### config.mk
export PLATFORM = sky130hd
export DESIGN_NAME = gate_bist_ctrl
export DESIGN_NICKNAME = d
export VERILOG_FILES = /design/src/rtl/gate_bist_ctrl.sv
export SDC_FILE = /design/constraint.sdc
export NUM_CORES = 1
export LEC_CHECK = 0
export ABC_AREA = 1
export BUFFER_PORTS_ARGS = -buffer_cell sky130_fd_sc_hd__buf_4
export CAP_MARGIN = 20
export CORE_MARGIN = 5
export CORE_UTILIZATION = 40
export CTS_CLUSTER_DIAMETER = 60
export DETAILED_ROUTE_END_ITERATION = 6
export GPL_TIMING_DRIVEN = 0
export PLACE_DENSITY = 0.66
export SLEW_MARGIN = 20
export SYNTH_ARGS = -nofsm -noshare
export SYNTH_HDL_FRONTEND = slang
export SYNTH_SLANG_ARGS = --single-unit
### constraint.sdc
create_clock -name clk -period 1.9 [get_ports clk]
set_input_delay 0.38 -clock clk [delete_from_list [all_inputs] [get_ports clk]]
set_output_delay 0.38 -clock clk [all_outputs]
set_load 0.01 [all_outputs]
### src/rtl/gate_bist_ctrl.sv
// BIST harness for a 16-in/10-out combinational gate netlist: LFSR pattern source,
// MISR output compactor and a golden-signature compare at the end of each run.
module gate_bist_ctrl #(
  parameter int unsigned PATTERNS  = 1024,
  parameter int unsigned SETTLE    = 4,
  parameter logic [15:0] LFSR_SEED = 16'h0001,
  parameter logic [9:0]  MISR_SEED = 10'h000,
  parameter logic [9:0]  GOLDEN    = 10'h000
) (
  input  logic        clk,
  input  logic        rst_n,
  input  logic        start,
  input  logic        abort,
  output logic [15:0] dut_in,
  input  logic [9:0]  dut_out,
  output logic        busy,
  output logic        done,
  output logic        pass,
  output logic [9:0]  signature,
  output logic [15:0] pattern_cnt
);

  localparam int unsigned LW = 16;
  localparam int unsigned MW = 10;
  localparam int unsigned CW = 16;

  // An all-zero LFSR would lock up, so a zero seed falls back to 1.
  localparam logic [LW-1:0] SEED_EFF    = (LFSR_SEED == '0) ? LW'(1) : LFSR_SEED;
  localparam logic [CW-1:0] SETTLE_INIT = CW'(SETTLE - 1);
  localparam logic [CW-1:0] LAST_PAT    = CW'(PATTERNS - 1);

  typedef enum logic [1:0] {
    S_IDLE    = 2'd0,
    S_APPLY   = 2'd1,
    S_CAPTURE = 2'd2,
    S_DONE    = 2'd3
  } state_e;

  state_e        state_q, state_d;
  logic [LW-1:0] lfsr_q, lfsr_d, lfsr_step;
  logic [MW-1:0] misr_q, misr_d, misr_step;
  logic [CW-1:0] cnt_q, cnt_d;
  logic [CW-1:0] settle_q, settle_d;
  logic          busy_q, busy_d;
  logic          done_q, done_d;
  logic          pass_q, pass_d;

  always_ff @(posedge clk) begin
    if (!rst_n) begin
      state_q  <= S_IDLE;
      lfsr_q   <= SEED_EFF;
      misr_q   <= MISR_SEED;
      cnt_q    <= '0;
      settle_q <= '0;
      busy_q   <= 1'b0;
      done_q   <= 1'b0;
      pass_q   <= 1'b0;
    end else begin
      state_q  <= state_d;
      lfsr_q   <= lfsr_d;
      misr_q   <= misr_d;
      cnt_q    <= cnt_d;
      settle_q <= settle_d;
      busy_q   <= busy_d;
      done_q   <= done_d;
      pass_q   <= pass_d;
    end
  end

  always_comb begin
    state_d   = state_q;
    lfsr_d    = lfsr_q;
    misr_d    = misr_q;
    cnt_d     = cnt_q;
    settle_d  = settle_q;
    lfsr_step = {lfsr_q[14:0], lfsr_q[15] ^ lfsr_q[13] ^ lfsr_q[12] ^ lfsr_q[10]};
    misr_step = {misr_q[8:0], misr_q[9] ^ misr_q[6]} ^ dut_out;

    unique case (state_q)
      S_IDLE, S_DONE: begin
        if (start) begin
          state_d  = S_APPLY;
          lfsr_d   = SEED_EFF;
          misr_d   = MISR_SEED;
          cnt_d    = '0;
          settle_d = SETTLE_INIT;
        end
      end
      S_APPLY: begin
        if (abort) begin
          state_d = S_IDLE;
        end else if (settle_q == '0) begin
          state_d = S_CAPTURE;
        end else begin
          settle_d = settle_q - CW'(1);
        end
      end
      S_CAPTURE: begin
        // Abort wins over the capture step so the signature stays inspectable.
        if (abort) begin
          state_d = S_IDLE;
        end else begin
          misr_d = misr_step;
          lfsr_d = lfsr_step;
          cnt_d  = cnt_q + CW'(1);
          if (cnt_q == LAST_PAT) begin
            state_d = S_DONE;
          end else begin
            settle_d = SETTLE_INIT;
            state_d  = S_APPLY;
          end
        end
      end
      default: state_d = S_IDLE;
    endcase

    // Status flags follow the next state; misr is frozen in DONE so pass holds.
    busy_d = (state_d == S_APPLY) || (state_d == S_CAPTURE);
    done_d = (state_d == S_DONE);
    pass_d = (state_d == S_DONE) && (misr_d == GOLDEN);
  end

  assign dut_in      = lfsr_q;
  assign signature   = misr_q;
  assign pattern_cnt = cnt_q;
  assign busy        = busy_q;
  assign done        = done_q;
  assign pass        = pass_q;

endmodule

# --- After elaboration in Yosys (flattened, before gate mapping) ---
# Index checks and enable logic that the tools add are counted.
word_totals:
  out_inout_bits: 45
  regBits: 63
  elab_cells: 57
classes:
  bitwise: 5
  eq_ne: 12
  mux: 21
  n_addsub: 2
  n_reduce_logical: 9
op_table:
  columns: ["cell", "count"]
  rows:
  - ["16-bit 2-to-1 mux", 9]
  - ["16-bit case mux with 2 select lines", 2]
  - ["16-bit case mux with 3 select lines", 1]
  - ["10-bit 2-to-1 mux", 2]
  - ["10-bit case mux with 2 select lines", 1]
  - ["16-bit by 1-bit adder with 16-bit output (second input constant)", 1]
  - ["16-bit by 10-bit == test with 1-bit output (second input constant)", 1]
  - ["16-bit logical NOT", 1]
  - ["16-bit by 1-bit subtractor with 16-bit output (second input constant)", 1]
  - ["10-bit logical NOT", 1]
  - ["2-bit 2-to-1 mux", 5]
  - ["2-bit != test (second input constant)", 5]
  - ["10-bit XOR", 1]
  - ["2-bit == test (second input constant)", 4]
  - ["2-bit case mux with 3 select lines", 1]
  - ["5-bit AND reduction", 1]
  - ["2-bit by 1-bit == test with 1-bit output (second input constant)", 2]
  - ["1-bit XOR", 4]
  - ["3-bit AND reduction", 1]
  - ["2-bit logical NOT", 1]
  - ["2-bit nonzero test", 1]
  - ["2-bit OR reduction", 1]
  - ["1-bit logical AND", 1]
  - ["1-bit logical OR", 1]

# --- Logic depth before layout (Yosys ltp) ---
# Gate-level depths: netlist of the first run.
logic_depth:
  word_depth: 6
  mapped_depth: 17

# --- Least setup slack after synthesis of the first run ---
# Ideal clock, no wire load.
synth_timing:
  kind: "flip-flop to flip-flop"
  from: "register state_q[0]"
  to: "register pass_q (netlist: pass)"
  t_arrival_ns: 1.664
  n_path_buf: 0
  setup_slack_ns: 0.172
  path_stages_with_launch: 16
  required_ns: 1.836
  period_less_slack_ns: 1.728
  path_cell_list: "dfxtp_1 inv_1 ha_1 inv_2 nor2_1 nand3_1 nand3_1 nand2_1 inv_1 ha_1 nand2_1 inv_1 nand3_1 nor2_1 nand3_1 nor2_1"
synth_between:
  elab_chain_cells: 5
  word_cells_on_any_way: 13
  cone_classes: "eq/ne (4); mux (5); reduce/logical (4)"
synth_lines:
  columns: ["item", "line_no", "text"]
  rows:
  - ["from (decl)", "39", "state_e state_q, state_d;"]
  - ["from (signal assigned)", "59", "state_q <= state_d;"]
  - ["2-bit == test or 2-bit logical NOT (tied branches)", "79", "unique case (state_q)"]
  - ["2-bit OR reduction", "79", null]
  - ["2-bit case mux with 3 select lines *", "79", null]
  - ["via state_d[1]", "39", null]
  - ["2-bit == test *", null, null]
  - ["via done_d", "45", "logic done_q, done_d;"]
  - ["1-bit logical AND *", "120", "pass_d = (state_d == S_DONE) && (misr_d == GOLDEN);"]
  - ["to (signal assigned)", "66", "pass_q <= pass_d;"]
  - ["to (decl)", "46", "logic pass_q, pass_d;"]
# Mark *: on every way through the listed nets, which the timed path passes. The rest lies on a longest branch.
# A chain may end at the register's enable or synchronous reset.

# --- Worst setup path in the final report of the first run ---
layout_timing:
  from: "register state_q[0]"
  to: "register cnt_q[11] (netlist: pattern_cnt[11])"
layout_between:
  elab_chain_cells: 4
  word_cells_on_any_way: 9
  cone_classes: "eq/ne (4); mux (1); reduce/logical (4)"
layout_lines:
  columns: ["item", "line_no", "text"]
  rows:
  - ["2-bit == test or 2-bit logical NOT (tied branches)", "79", null]
  - ["2-bit OR reduction", "79", null]
  - ["2-bit != test (no source line) or 2-bit nonzero test (tied branches)", null, null]
  - ["3-bit AND reduction (no source line)", null, null]
  - ["to (signal assigned)", "62", "cnt_q <= cnt_d;"]
  - ["to (decl)", "42", "logic [CW-1:0] cnt_q, cnt_d;"]
# Several ways; a longest one is shown, not always the timed one.

==> PnR_summary.wiki, run 1 <==
{| class="wikitable"
! Metric !! Value
|-
| Top layer reached by signal wires || met4
|-
| Final setup viols || 0
|-
| Max Cap Violations || 0
|-
| Via count of the first global-routing pass || 3112
|-
| Sequential area share after synthesis || between 30 and 40%
|-
| Number of synthesized flops with an enable pin || 0
|-
| Shortest period the worst path allows || between 1500 and 2000 ps
|-
| Clock power frac || roughly 18%
|-
| Antenna violations before repair || 0
|-
| Number of hold-slack violations in the final timing report || 0
|-
| Row count || 33
|-
| Synth Register Bits || 63
|-
| Combinational group share of total power || 56.6%
|-
| Synthesized Nets || 523
|-
| Primary flip-flop cell chosen by synthesis mapping || sky130_fd_sc_hd__dfxtp_1
|-
| Worst Clk Skew || between 7 and 8 ps
|-
| First DRT Iteration DRCs || 201
|-
| Ranking of synthesized cells by instance count || sky130_fd_sc_hd__nand2_1 (132), sky130_fd_sc_hd__nor2_1 (76), sky130_fd_sc_hd__dfxtp_1 (63)
|-
| Worst IR drop on VDD || 694 µV
|-
| Remaining antenna violation count || 0
|-
| Fmax || 545 MHz
|-
| Hold Crit Start || rst_n
|-
| Worst hold path depth || 3
|-
| Detailed-route wire length per cell || around 12 µm
|-
| Number of placed I/O pins || 59
|-
| Clock tree from TritonCTS || yes
|-
| H-tree depth reported by CTS || 3
|-
| Area contributors post-synth || sky130_fd_sc_hd__dfxtp_1 (37%), sky130_fd_sc_hd__nand2_1 (15%), sky130_fd_sc_hd__nor2_1 (8.5%)
|-
| Max-Slew Margin vs Limit || 61.5%
|-
| Transition time of the tightest slew-check pin || 577 ps
|-
| Met3 wirelength from detailed routing || 470 µm
|-
| Inserted Diodes || 0
|-
| Crit Path Class || reg2reg
|-
| Async SR Flop Fraction || 0%
|-
| M1 wire length || 3910 µm
|-
| First-pass GRT wire length || roughly 14000 µm
|-
| GRT Resource Usage Total || roughly 16%
|-
| Total Nets Final || 609
|-
| Internal Dissipation || 3.70 mW
|-
| Share of the synthesized area in the top cell type || 37.4%
|-
| FF-to-FF setup slack || 60 ps
|-
| Port Buf Inserts || 58
|-
| Launch instance of the worst register-to-register path || state_q[0]
|-
| Arrival time worst endpoint || 2070 ps
|-
| Syn Inst Count || about 500
|-
| Vertical die dimension || a little over 100 µm
|-
| Area of the multi-input gates || 0.00195 mm²
|-
| Weighted congestion at the end of routability-driven global placement || between 0.8 and 0.9
|-
| Total routed wirelength || roughly 8600 µm
|-
| Synth Cell Area || 0.00337 mm²
|-
| Lkg Pwr || 1.94 nW
|-
| Result of the run || completed
|-
| Max FO, Critical Path || 9
|-
| Amount of wire on met2 after detailed routing || 4140 µm
|-
| Layout Area Growth over Synthesis || 32.0%
|-
| Via count || between 3000 and 4000
|-
| Die area || 0.0104 mm²
|-
| Worst hold path endpoint || busy
|-
| Drt pass-1 iters || 4
|-
| Kind of start point of the critical path || flop
|-
| Max-slew violations || 0
|-
| CTS Root Cell || sky130_fd_sc_hd__clkbuf_8
|-
| Number of warnings reported in the yosys synthesis log || 0
|-
| Area of the core || 0.00822 mm²
|-
| Net Sw Power || 2.99 mW
|-
| Depth of the worst register-to-register path || 10
|-
| Portion of total power attributed to sequential cells || 25.5%
|-
| Latest clock arrival within the worst-skew pair || roughly 340 ps
|-
| Crit path required time || between 2000 and 2500 ps
|-
| Fraction of the cycle the final worst path needs || between 90% and 100%
|-
| Most frequently used cell type in the post-synthesis netlist || sky130_fd_sc_hd__nand2_1
|-
| Worst Hold Class || in2reg
|-
| Power density normalized to cell area || between 1500 and 2000 mW/mm²
|-
| Clock input transition at the sequential cells of the worst setup and hold paths || roughly 70 ps
|-
| Number of inserted filler cells in the final layout || 812
|-
| Post-DP HPWL || 6090 µm
|-
| Core occupancy in the finished layout || 54.1%
|-
| Residual DRC count || 0
|-
| Global-route congestion overflow total || 0
|-
| Clock Sink Count || between 60 and 70
|-
| Buffer depth of the longest clock path || 2
|-
| Die boundary width || roughly 100 µm
|-
| Layout cell share with drive strength beyond 1 || between 20 and 30%
|-
| Worst hold slack || 298 ps
|-
| Average cell area after synthesis || around 6.7 µm²
|-
| Fraction of power spent switching nets || 44.7%
|-
| Avg Vias per Cell || 4.84
|-
| Cell variety after synth || 33
|-
| Cell type contributing the most total cell area after synthesis || sky130_fd_sc_hd__dfxtp_1
|-
| Pin count of the biggest net entering global routing || 13
|-
| Total clock buffers created by CTS || 9
|-
| Kind of end point of the critical path || flop
|-
| Area of all sequential standard cells || 0.00129 mm²
|-
| Critical register-to-register path endpoint || pattern_cnt[11]
|-
| Initial cell density of the core || 41.0%
|}
worst max-delay path by stage:
stage                           start              end  slack (ps)  depth (start not counted)
final                      state_q[0]  pattern_cnt[11]          60                         10
after global routing      settle_q[5]             pass         -60                         16
after CTS                  state_q[0]             pass           5                         15
after detailed placement   state_q[0]             pass        -140                         15
after global placement     state_q[0]             pass        -150                         15
after floorplan            state_q[0]             pass         170                         15
state kept, by name, indices dropped and copies added (netlist names):
signal	count
busy	1
done	1
dut_in	16
pass	1
pattern_cnt	16
settle_q	16
signature	10
state_q	2
through the flow:
step / area [µm²] / std cells / setup slack, ps / TNS (ps) / total power [mW]
5_1_grt: 4450 / 700 / -57.0 / -83.1 / 7.23
4_1_cts: 4190 / 686 / 4.67 / 0 / 6.07
3_5_place_dp: 3940 / 667 / -143 / -576 / 4.72
3_3_place_gp: 3940 / 667 / -147 / -171 / 4.66
2_1_floorplan: 3370 / 504 / 172 / 0 / 4.01
6_report: 4450 / 700 / 65.0 / 0 / 6.68
cells in the final DEF, fill, tap and decap left out, types with 3 or more instances in the layout:
cell type                    count
sky130_fd_sc_hd__a21oi_1        37
sky130_fd_sc_hd__a21oi_2         3
sky130_fd_sc_hd__buf_2           4
sky130_fd_sc_hd__buf_4          76
sky130_fd_sc_hd__clkbuf_1        4
sky130_fd_sc_hd__clkbuf_8       10
sky130_fd_sc_hd__clkinvlp_4      3
sky130_fd_sc_hd__dfxtp_1        45
sky130_fd_sc_hd__dfxtp_2        15
sky130_fd_sc_hd__dfxtp_4         3
sky130_fd_sc_hd__ha_4            3
sky130_fd_sc_hd__inv_1          49
sky130_fd_sc_hd__inv_2           9
sky130_fd_sc_hd__inv_4           3
sky130_fd_sc_hd__nand2_1       131
sky130_fd_sc_hd__nand2_2        11
sky130_fd_sc_hd__nand2_4         5
sky130_fd_sc_hd__nand3_1        27
sky130_fd_sc_hd__nand3_2         3
sky130_fd_sc_hd__nand4_1         4
sky130_fd_sc_hd__nor2_1         69
sky130_fd_sc_hd__nor2_2          5
sky130_fd_sc_hd__nor2_4         11
sky130_fd_sc_hd__nor3_1          4
sky130_fd_sc_hd__o21ai_0        20
sky130_fd_sc_hd__o21bai_1        5
sky130_fd_sc_hd__o22ai_1         3
sky130_fd_sc_hd__xnor2_1        10
sky130_fd_sc_hd__xor2_1          5
power groups by stage:
stage | logic [mW] | registers, mW | clock network [mW]
2_1_floorplan | 2.35 | 1.66 | 0
3_3_place_gp | 3.00 | 1.66 | 0
3_5_place_dp | 3.05 | 1.67 | 0
4_1_cts | 3.20 | 1.64 | 1.23
5_1_grt | 4.21 | 1.73 | 1.29
6_report | 3.78 | 1.71 | 1.20
what timing repair did:
action / CTS / global route
setup endpoints to repair: 26 / 43
buffers inserted: 3 / 14
pin swaps: 1 / 13
gates resized for setup: 5 / 53
hold buffers: 0 / 0
endpoints found under the hold margin: 0 / 0
cell type report:
class                      count  share of cell area [%]
inverter                      62                    5.40
multi-input combinational    368                    43.7
tap                          105                    2.95
timing repair buffer          75                    12.7
clock inverter                 6                    1.58
buffer                        11                    1.55
clock buffer                  10                    3.09
sequential                    63                    29.0
cells by family (layout without fill, tap and decap cells):
family | after synthesis | count (layout) | share of synthesized area, %
and+or+nand+nor | 273 | 273 | 35.2
buffers and inverters | 73 | 164 | 8.83
xor gates and xnor gates | 15 | 15 | 3.90
AOI/OAI and AO/OA | 75 | 75 | 12.8
adders and majority gates | 5 | 5 | 1.86
DFF | 63 | 63 | 37.4
metal layers:
layer  up-vias  GRT usage, %
met3         4          3.86
met1      1548          20.9
met5         -             0
li1       1763             -
met2        71          26.3
met4         0          6.75
critical path, cell delays in order, from the launching register on:
cell                      delay (ps)
sky130_fd_sc_hd__dfxtp_4         380
sky130_fd_sc_hd__inv_2            50
sky130_fd_sc_hd__ha_4            230
sky130_fd_sc_hd__nand2_1         150
sky130_fd_sc_hd__nand2_4         120
sky130_fd_sc_hd__a21oi_4         230
sky130_fd_sc_hd__nand2_2         140
sky130_fd_sc_hd__nor2_4          140
sky130_fd_sc_hd__nand3_1         120
sky130_fd_sc_hd__nor2_1          110
sky130_fd_sc_hd__nor2_1           50
Power figures use the tool's default switching activity.
==> inputs of run 2 (changes only) <==
--- a/config.mk
+++ b/config.mk
@@ -14,6 +14,7 @@
 export DETAILED_ROUTE_END_ITERATION = 6
 export GPL_TIMING_DRIVEN = 0
 export PLACE_DENSITY = 0.66
+export SETUP_SLACK_MARGIN = 0.4
 export SLEW_MARGIN = 20
 export SYNTH_ARGS = -nofsm -noshare
 export SYNTH_HDL_FRONTEND = slang
==> run 2 against run 1 <==
Global-route usage grew 3.1 points. Setup slack better by 110 ps. Non-clock buffer count grew 37. Sequential power barely moved. Register-to-register slack gained 110 ps. Critical path depth rose by 7.
==> PnR_summary.wiki, run 2 (synthesis results as in run 1) <==
{| class="wikitable"
! Metric !! Value
|-
| FF-to-FF setup slack || 170 ps (+110 ps)
|-
| Remaining antenna violation count || 0 (unchanged)
|-
| Avg Vias per Cell || 4.97 (+2.8%)
|-
| Worst hold slack || 315 ps (+16.2 ps)
|-
| Total routed wirelength || 10100 µm (+18%)
|-
| Setup Total Neg Slack || 0 ps (unchanged)
|-
| Drt pass-1 iters || 4 (unchanged)
|-
| Row count || 33 (unchanged)
|-
| H-tree depth reported by CTS || 3 (unchanged)
|-
| Lkg Pwr || 2.22 nW (+15%)
|-
| GRT Resource Usage Total || 19.4% (+3.1 points)
|-
| Number of placed I/O pins || 59 (unchanged)
|-
| Die boundary width || 102 µm (unchanged)
|-
| Via count || 3670 (+8.4%)
|-
| Total clock buffers created by CTS || 9 (unchanged)
|-
| Antenna violations before repair || 0 (unchanged)
|-
| Number of hold-slack violations in the final timing report || 0 (unchanged)
|-
| Result of the run || completed
|-
| Total power draw || 8.53 mW (+28%)
|-
| Die area || 0.0104 mm² (unchanged)
|-
| Residual DRC count || 0 (unchanged)
|-
| First DRT Iteration DRCs || 192 (-4.5%)
|-
| Highest-count cells in the layout ignoring fill and taps || sky130_fd_sc_hd__nand2_1 (114), sky130_fd_sc_hd__buf_4 (94), sky130_fd_sc_hd__nor2_1 (66)
|-
| Power density normalized to cell area || 1670 mW/mm² (+11%)
|-
| Weighted congestion at the end of routability-driven global placement || 0.886 (+0.85%)
|-
| Area post-placement || 0.00404 mm² (+2.6%)
|-
| Transition time of the tightest slew-check pin || 594 ps (+16.5 ps)
|-
| Finished layout cell area || 0.00511 mm² (+15%)
|-
| Setup repair after global routing missed its margin || yes
|-
| CTS Root Cell || sky130_fd_sc_hd__clkbuf_8
|-
| Worst IR drop on VDD || 762 µV (+9.8%)
|-
| Crit Path Class || reg2reg
|-
| Max-Slew Margin vs Limit || 60.4% (-1.1 points)
|-
| Total Nets Final || 647 (+6.2%)
|-
| Inserted Diodes || 0 (unchanged)
|-
| Shortest period the worst path allows || 1730 ps (-107 ps)
|-
| Area of the core || 0.00822 mm² (unchanged)
|-
| Max FO, Critical Path || 2 (-7)
|-
| First-pass GRT wire length || 16200 µm (+18%)
|-
| Fmax || 579 MHz (+6.2%)
|-
| Final setup viols || 0 (unchanged)
|-
| Port Buf Inserts || 58 (unchanged)
|-
| Latest clock arrival within the worst-skew pair || 340 ps (about the same)
|-
| Clock tree from TritonCTS || yes
|-
| Worst Clk Skew || 12.6 ps (+5.57 ps)
|-
| Clock Sink Count || 63 (unchanged)
|-
| Post-placement worst setup slack || 29.2 ps (+172 ps)
|-
| Buffer depth of the longest clock path || 2 (unchanged)
|-
| Vertical die dimension || 102 µm (unchanged)
|-
| Detailed-route wire length per cell || 13.7 µm (+12%)
|-
| Number of inserted filler cells in the final layout || 709 (-13%)
|-
| Initial cell density of the core || 41.0% (unchanged)
|-
| Global-route congestion overflow total || 0 (unchanged)
|-
| Via count of the first global-routing pass || 3616 (+16%)
|-
| Worst Hold Class || in2reg
|-
| Most common library cell in the layout ignoring fill and taps || sky130_fd_sc_hd__nand2_1
|-
| Kind of end point of the critical path || flop
|-
| Arrival time worst endpoint || 2010 ps (-60 ps)
|-
| Max-slew violations || 0 (unchanged)
|-
| Clock input transition at the sequential cells of the worst setup and hold paths || 70 ps (about the same)
|-
| Layout cell share with drive strength beyond 1 || 40.9% (+12 points)
|-
| Fraction of the cycle the final worst path needs || 91.0% (-5.6 points)
|-
| Crit path required time || 2180 ps (+50 ps)
|-
| Min setup slack post-route || 172 ps (+107 ps)
|-
| Post-DP HPWL || 6270 µm (+2.9%)
|-
| Max Cap Violations || 0 (unchanged)
|-
| Pin count of the biggest net entering global routing || 12 (-1)
|-
| Layout Area Growth over Synthesis || 51.6%
|-
| Kind of start point of the critical path || flop
|}
==> run 2: repair_timing <==
item	in CTS	in global routing
hold buffers	0	0
pin swaps	23	34
resized for setup	59	78
setup buffers	39	11
setup endpoints to repair	53	61
cloned	3	2
==> run 2: worst paths after layout <==
path / startpoint / to / depth (start not counted)
setup / recovery: settle_q[1] / pass / 17
setup reg to reg: settle_q[1] / pass / 17
hold reg to reg: dut_in[6] / dut_in[6] / 2
hold / removal: rst_n / busy / 3
==> run 2: layer usage <==
metal	global-route usage [%]	wire, µm	up-vias
met3	4.68	531	16
li1	-	-	1848
met2	33.0	4950	84
met5	0	0	-
met1	23.2	4470	1722
met4	8.28	182	0
==> run 2: area by class of cell <==
class	count	area, µm²	area share [%]
Multi-Input combinational cell	369	2160	42.3
Sequential cell	63	1310	25.6
Timing Repair Buffer	112	951	18.6
Inverter	62	248	4.85
Tap cell	105	131	2.57
Clock buffer	10	128	2.50
Buffer	11	96.3	1.88
Clock inverter	6	85.1	1.66
==> run 2: critical path, stage by stage (launching register included) <==
cell	delay, ps
sky130_fd_sc_hd__dfxtp_2	330
sky130_fd_sc_hd__inv_2	80
sky130_fd_sc_hd__ha_4	150
sky130_fd_sc_hd__nand2_4	60
sky130_fd_sc_hd__nor2_4	80
sky130_fd_sc_hd__nand2_2	80
sky130_fd_sc_hd__nand2_2	70
sky130_fd_sc_hd__nand2_2	50
sky130_fd_sc_hd__nand3_2	60
sky130_fd_sc_hd__nand2_2	60
sky130_fd_sc_hd__inv_2	70
sky130_fd_sc_hd__ha_4	120
sky130_fd_sc_hd__nand2_2	40
sky130_fd_sc_hd__inv_2	50
sky130_fd_sc_hd__nand3_1	70
sky130_fd_sc_hd__nor2_1	120
sky130_fd_sc_hd__nand3_1	80
sky130_fd_sc_hd__nor2_1	100
==> run 2: metrics by stage <==
step                      util, %  instances
after floorplan                 -        504
after global routing         62.2        738
after detailed placement     49.2        667
after CTS                    58.6        725
final                        62.2        738
after global placement       49.2        667
==> run 2: power breakdown <==
part | switching [mW] | total [mW] | internal (mW)
clock | 0.554 | 1.29 | 0.735
combinational | 2.95 | 5.53 | 2.57
sequential | 0.189 | 1.71 | 1.52
total | 3.70 | 8.53 | 4.83
==> inputs of run 3 (changes only) <==
--- a/config.mk
+++ b/config.mk
@@ -8,6 +8,7 @@
 export ABC_AREA = 1
 export BUFFER_PORTS_ARGS = -buffer_cell sky130_fd_sc_hd__buf_4
 export CAP_MARGIN = 20
+export CORE_ASPECT_RATIO = 0.5
 export CORE_MARGIN = 5
 export CORE_UTILIZATION = 40
 export CTS_CLUSTER_DIAMETER = 60
@@ -15,6 +16,7 @@
 export GPL_TIMING_DRIVEN = 0
 export PLACE_DENSITY = 0.66
 export SETUP_SLACK_MARGIN = 0.4
+export SKIP_CTS_REPAIR_TIMING = 1
 export SLEW_MARGIN = 20
 export SYNTH_ARGS = -nofsm -noshare
 export SYNTH_HDL_FRONTEND = slang
==> run 3 against run 2 <==
Register-to-register slack lost 110 ps. Count of clock-buffer cells in the layout grew 3. Sequential cell count is the same. Critical endpoint is now pattern_cnt[9]. Sequential power is essentially flat. Utilization shrank 1.8 points. Sequential share of layout area grew 0.75 points. Largest power group unchanged. Critical path type unchanged. First-iteration DRC count shrank 30%. Global-route usage shrank 3.0 points. Via count shrank 5.7%.
==> PnR_summary.wiki, run 3 (synthesis results as in run 1) <==
{| class="wikitable"
! Metric !! Value
|-
| Initial cell density of the core || 41.5% (+0.51 points)
|-
| Transition time of the tightest slew-check pin || 607 ps (+13.1 ps)
|-
| Most common library cell in the layout ignoring fill and taps || sky130_fd_sc_hd__nand2_1
|-
| Portion of total power attributed to sequential cells || 21.9% (+1.8 points)
|-
| Buffer depth of the longest clock path || 2 (unchanged)
|-
| Slowest cell on crit path || sky130_fd_sc_hd__dfxtp_4
|-
| Max FO, Critical Path || 8 (+6)
|-
| Layout cell share with drive strength beyond 1 || 37.7% (-3.2 points)
|-
| Crit path required time || 2120 ps (-60 ps)
|-
| Clock Sink Count || 63 (unchanged)
|-
| Port Buf Inserts || 58 (unchanged)
|-
| Highest-count cells in the layout ignoring fill and taps || sky130_fd_sc_hd__nand2_1 (118), sky130_fd_sc_hd__buf_4 (87), sky130_fd_sc_hd__nor2_1 (63)
|-
| H-tree depth reported by CTS || 3 (unchanged)
|-
| Die area || 0.0105 mm² (+1.1%)
|-
| Post-placement worst setup slack || 3.19 ps (-26.1 ps)
|-
| Inserted Diodes || 0 (unchanged)
|-
| Setup repair after global routing missed its margin || yes
|-
| Post-layout instance count excluding filler cells || 724 (-1.9%)
|-
| Cell family with the largest share of critical-path delay || buffers and inverters
|-
| Longest individual stage delay on the worst path || 390 ps (+60 ps)
|-
| Worst Clk Skew || 5.28 ps (-7.35 ps)
|-
| First-pass GRT wire length || 14000 µm (-14%)
|-
| First DRT Iteration DRCs || 134 (-30%)
|-
| Number of hold-slack violations in the final timing report || 0 (unchanged)
|-
| Total Nets Final || 627 (-3.1%)
|-
| Crit Path Class || reg2reg
|-
| Die boundary width || 140 µm (+37%)
|-
| Internal Dissipation || 4.46 mW (-7.7%)
|-
| Clock power frac || 18.1% (+3.0 points)
|-
| Latest clock arrival within the worst-skew pair || 330 ps (about the same)
|-
| Kind of end point of the critical path || flop
|-
| Detailed-route wire length per cell || 12.5 µm (-9.0%)
|-
| Remaining antenna violation count || 0 (unchanged)
|-
| Shortest period the worst path allows || 1840 ps (+113 ps)
|-
| Pin count of the biggest net entering global routing || 11 (-1)
|-
| Max-slew violations || 0 (unchanged)
|-
| Combinational group share of total power || 60.0% (-4.8 points)
|-
| Max-Slew Margin vs Limit || 59.5% (-0.87 points)
|-
| Worst IR drop on VDD || 757 µV (-0.55%)
|-
| Fraction of power spent switching nets || 43.0% (-0.37 points)
|-
| Worst Hold Class || in2reg
|-
| Fraction of the cycle the final worst path needs || 96.9% (+5.9 points)
|-
| Weighted congestion at the end of routability-driven global placement || 0.891 (+0.59%)
|-
| Critical path cell sequence || inv_4 > ha_4 > nand2_4 > nand2_8 > buf_6 > inv_8 > o21ai_4 > o21ai_2 > inv_2 > buf_6 > o211ai_1 > inv_1
|-
| Fmax || 543 MHz (-6.1%)
|-
| Area post-placement || 0.00405 mm² (+0.22%)
|-
| Power density normalized to cell area || 1590 mW/mm² (-4.5%)
|-
| Layout Area Growth over Synthesis || 45.5%
|-
| Antenna violations before repair || 0 (unchanged)
|-
| Kind of start point of the critical path || flop
|-
| Clock tree from TritonCTS || yes
|-
| Result of the run || completed
|-
| Arrival time worst endpoint || 2060 ps (+50 ps)
|-
| Most used cell along the critical path || sky130_fd_sc_hd__buf_6
|-
| CTS Root Cell || sky130_fd_sc_hd__clkbuf_16
|-
| Total power draw || 7.81 mW (-8.3%)
|-
| Via count of the first global-routing pass || 3004 (-17%)
|-
| Final setup viols || 0 (unchanged)
|-
| Clock input transition at the sequential cells of the worst setup and hold paths || 50 ps (-20 ps)
|-
| Finished layout cell area || 0.00490 mm² (-4.0%)
|-
| Via count || 3461 (-5.7%)
|-
| Max Cap Violations || 0 (unchanged)
|-
| Count of buffering cells on the critical path with inverters included || 6 (+3)
|-
| GRT Resource Usage Total || 16.3% (-3.0 points)
|-
| Residual DRC count || 0 (unchanged)
|-
| Vertical die dimension || 74.9 µm (-26%)
|-
| Total routed wirelength || 9040 µm (-11%)
|-
| Lkg Pwr || 2.13 nW (-4.1%)
|-
| Total clock buffers created by CTS || 9 (unchanged)
|-
| Global-route congestion overflow total || 0 (unchanged)
|-
| Min setup slack post-route || 58.8 ps (-113 ps)
|-
| Number of placed instances with taps included || 674 (+1.0%)
|-
| Row count || 23 (-30%)
|-
| Avg Vias per Cell || 4.78 (-3.9%)
|-
| Area of the core || 0.00812 mm² (-1.2%)
|-
| Net Sw Power || 3.36 mW (-9.1%)
|-
| Post-DP HPWL || 6160 µm (-1.8%)
|-
| Number of placed I/O pins || 59 (unchanged)
|-
| Drt pass-1 iters || 4 (unchanged)
|}
[run 3: cell count changes in the layout (fill, tap and decap cells not counted), moves of 4 or more]
cell,change
sky130_fd_sc_hd__nand2_1,+4
sky130_fd_sc_hd__o21ai_1,-5
sky130_fd_sc_hd__buf_6,-12
sky130_fd_sc_hd__nand2_2,-8
sky130_fd_sc_hd__nor2_4,-4
sky130_fd_sc_hd__dfxtp_4,-5
sky130_fd_sc_hd__clkbuf_8,-9
sky130_fd_sc_hd__nor2_2,+6
sky130_fd_sc_hd__clkbuf_16,+10
sky130_fd_sc_hd__buf_4,-7
[run 3: power groups by stage]
stage / Sequential (mW) / Clock, mW / Combinational, mW
6_report: 1.71 / 1.41 / 4.69
5_1_grt: 1.74 / 1.50 / 5.15
4_1_cts: 1.68 / 1.44 / 3.27
3_5_place_dp: 1.71 / 0 / 3.26
3_3_place_gp: 1.70 / 0 / 3.22
2_1_floorplan: 1.69 / 0 / 2.55
[run 3: worst register-to-register path, cell delays in order (launching register included)]
cell and delay, ps:
sky130_fd_sc_hd__dfxtp_4 390, sky130_fd_sc_hd__inv_4 40, sky130_fd_sc_hd__ha_4 260, sky130_fd_sc_hd__nand2_4 100, sky130_fd_sc_hd__nand2_8 80, sky130_fd_sc_hd__buf_6 140, sky130_fd_sc_hd__inv_8 60, sky130_fd_sc_hd__o21ai_4 70
sky130_fd_sc_hd__o21ai_2 210, sky130_fd_sc_hd__inv_2 110, sky130_fd_sc_hd__buf_6 150, sky130_fd_sc_hd__o211ai_1 70, sky130_fd_sc_hd__inv_1 50
[run 3: path summary, 6_finish.rpt]
check	from	endpoint	slack, ps	cells past startpoint
setup reg to reg	state_q[0]	pattern_cnt[9]	60	12
setup / recovery	state_q[0]	pattern_cnt[9]	60	12
hold reg to reg	dut_in[14]	dut_in[14]	480	2
hold / removal	rst_n	busy	320	3
[run 3: metal layers]
metal / up-vias / global-route usage [%] / routed length (µm)
met2: 63 / 27.3 / 4280
met4: 0 / 4.30 / 63
li1: 1809 / - / -
met3: 6 / 5.14 / 419
met5: - / 0 / 0
met1: 1583 / 21.0 / 4280
[run 3: stage by stage]
step | hold WS [ps] | TNS, ps | utilization [%]
after CTS | 304 | -19.0 | 53.0
after floorplan | 465 | 0 | -
after global placement | 465 | 0 | 49.9
after global routing | 350 | -310 | 60.4
final | 318 | 0 | 60.4
after detailed placement | 470 | 0 | 49.9
[run 3: cell type report]
cell class | count | area (µm²)
plain buffers | 11 | 86.3
clock buffers | 13 | 240
clock inverters | 2 | 10.0
fillers | 762 | 3210
inverters | 62 | 255
multi-input cells | 368 | 2140
flip-flops and latches | 63 | 1290
well taps | 112 | 140
repair buffers | 93 | 738
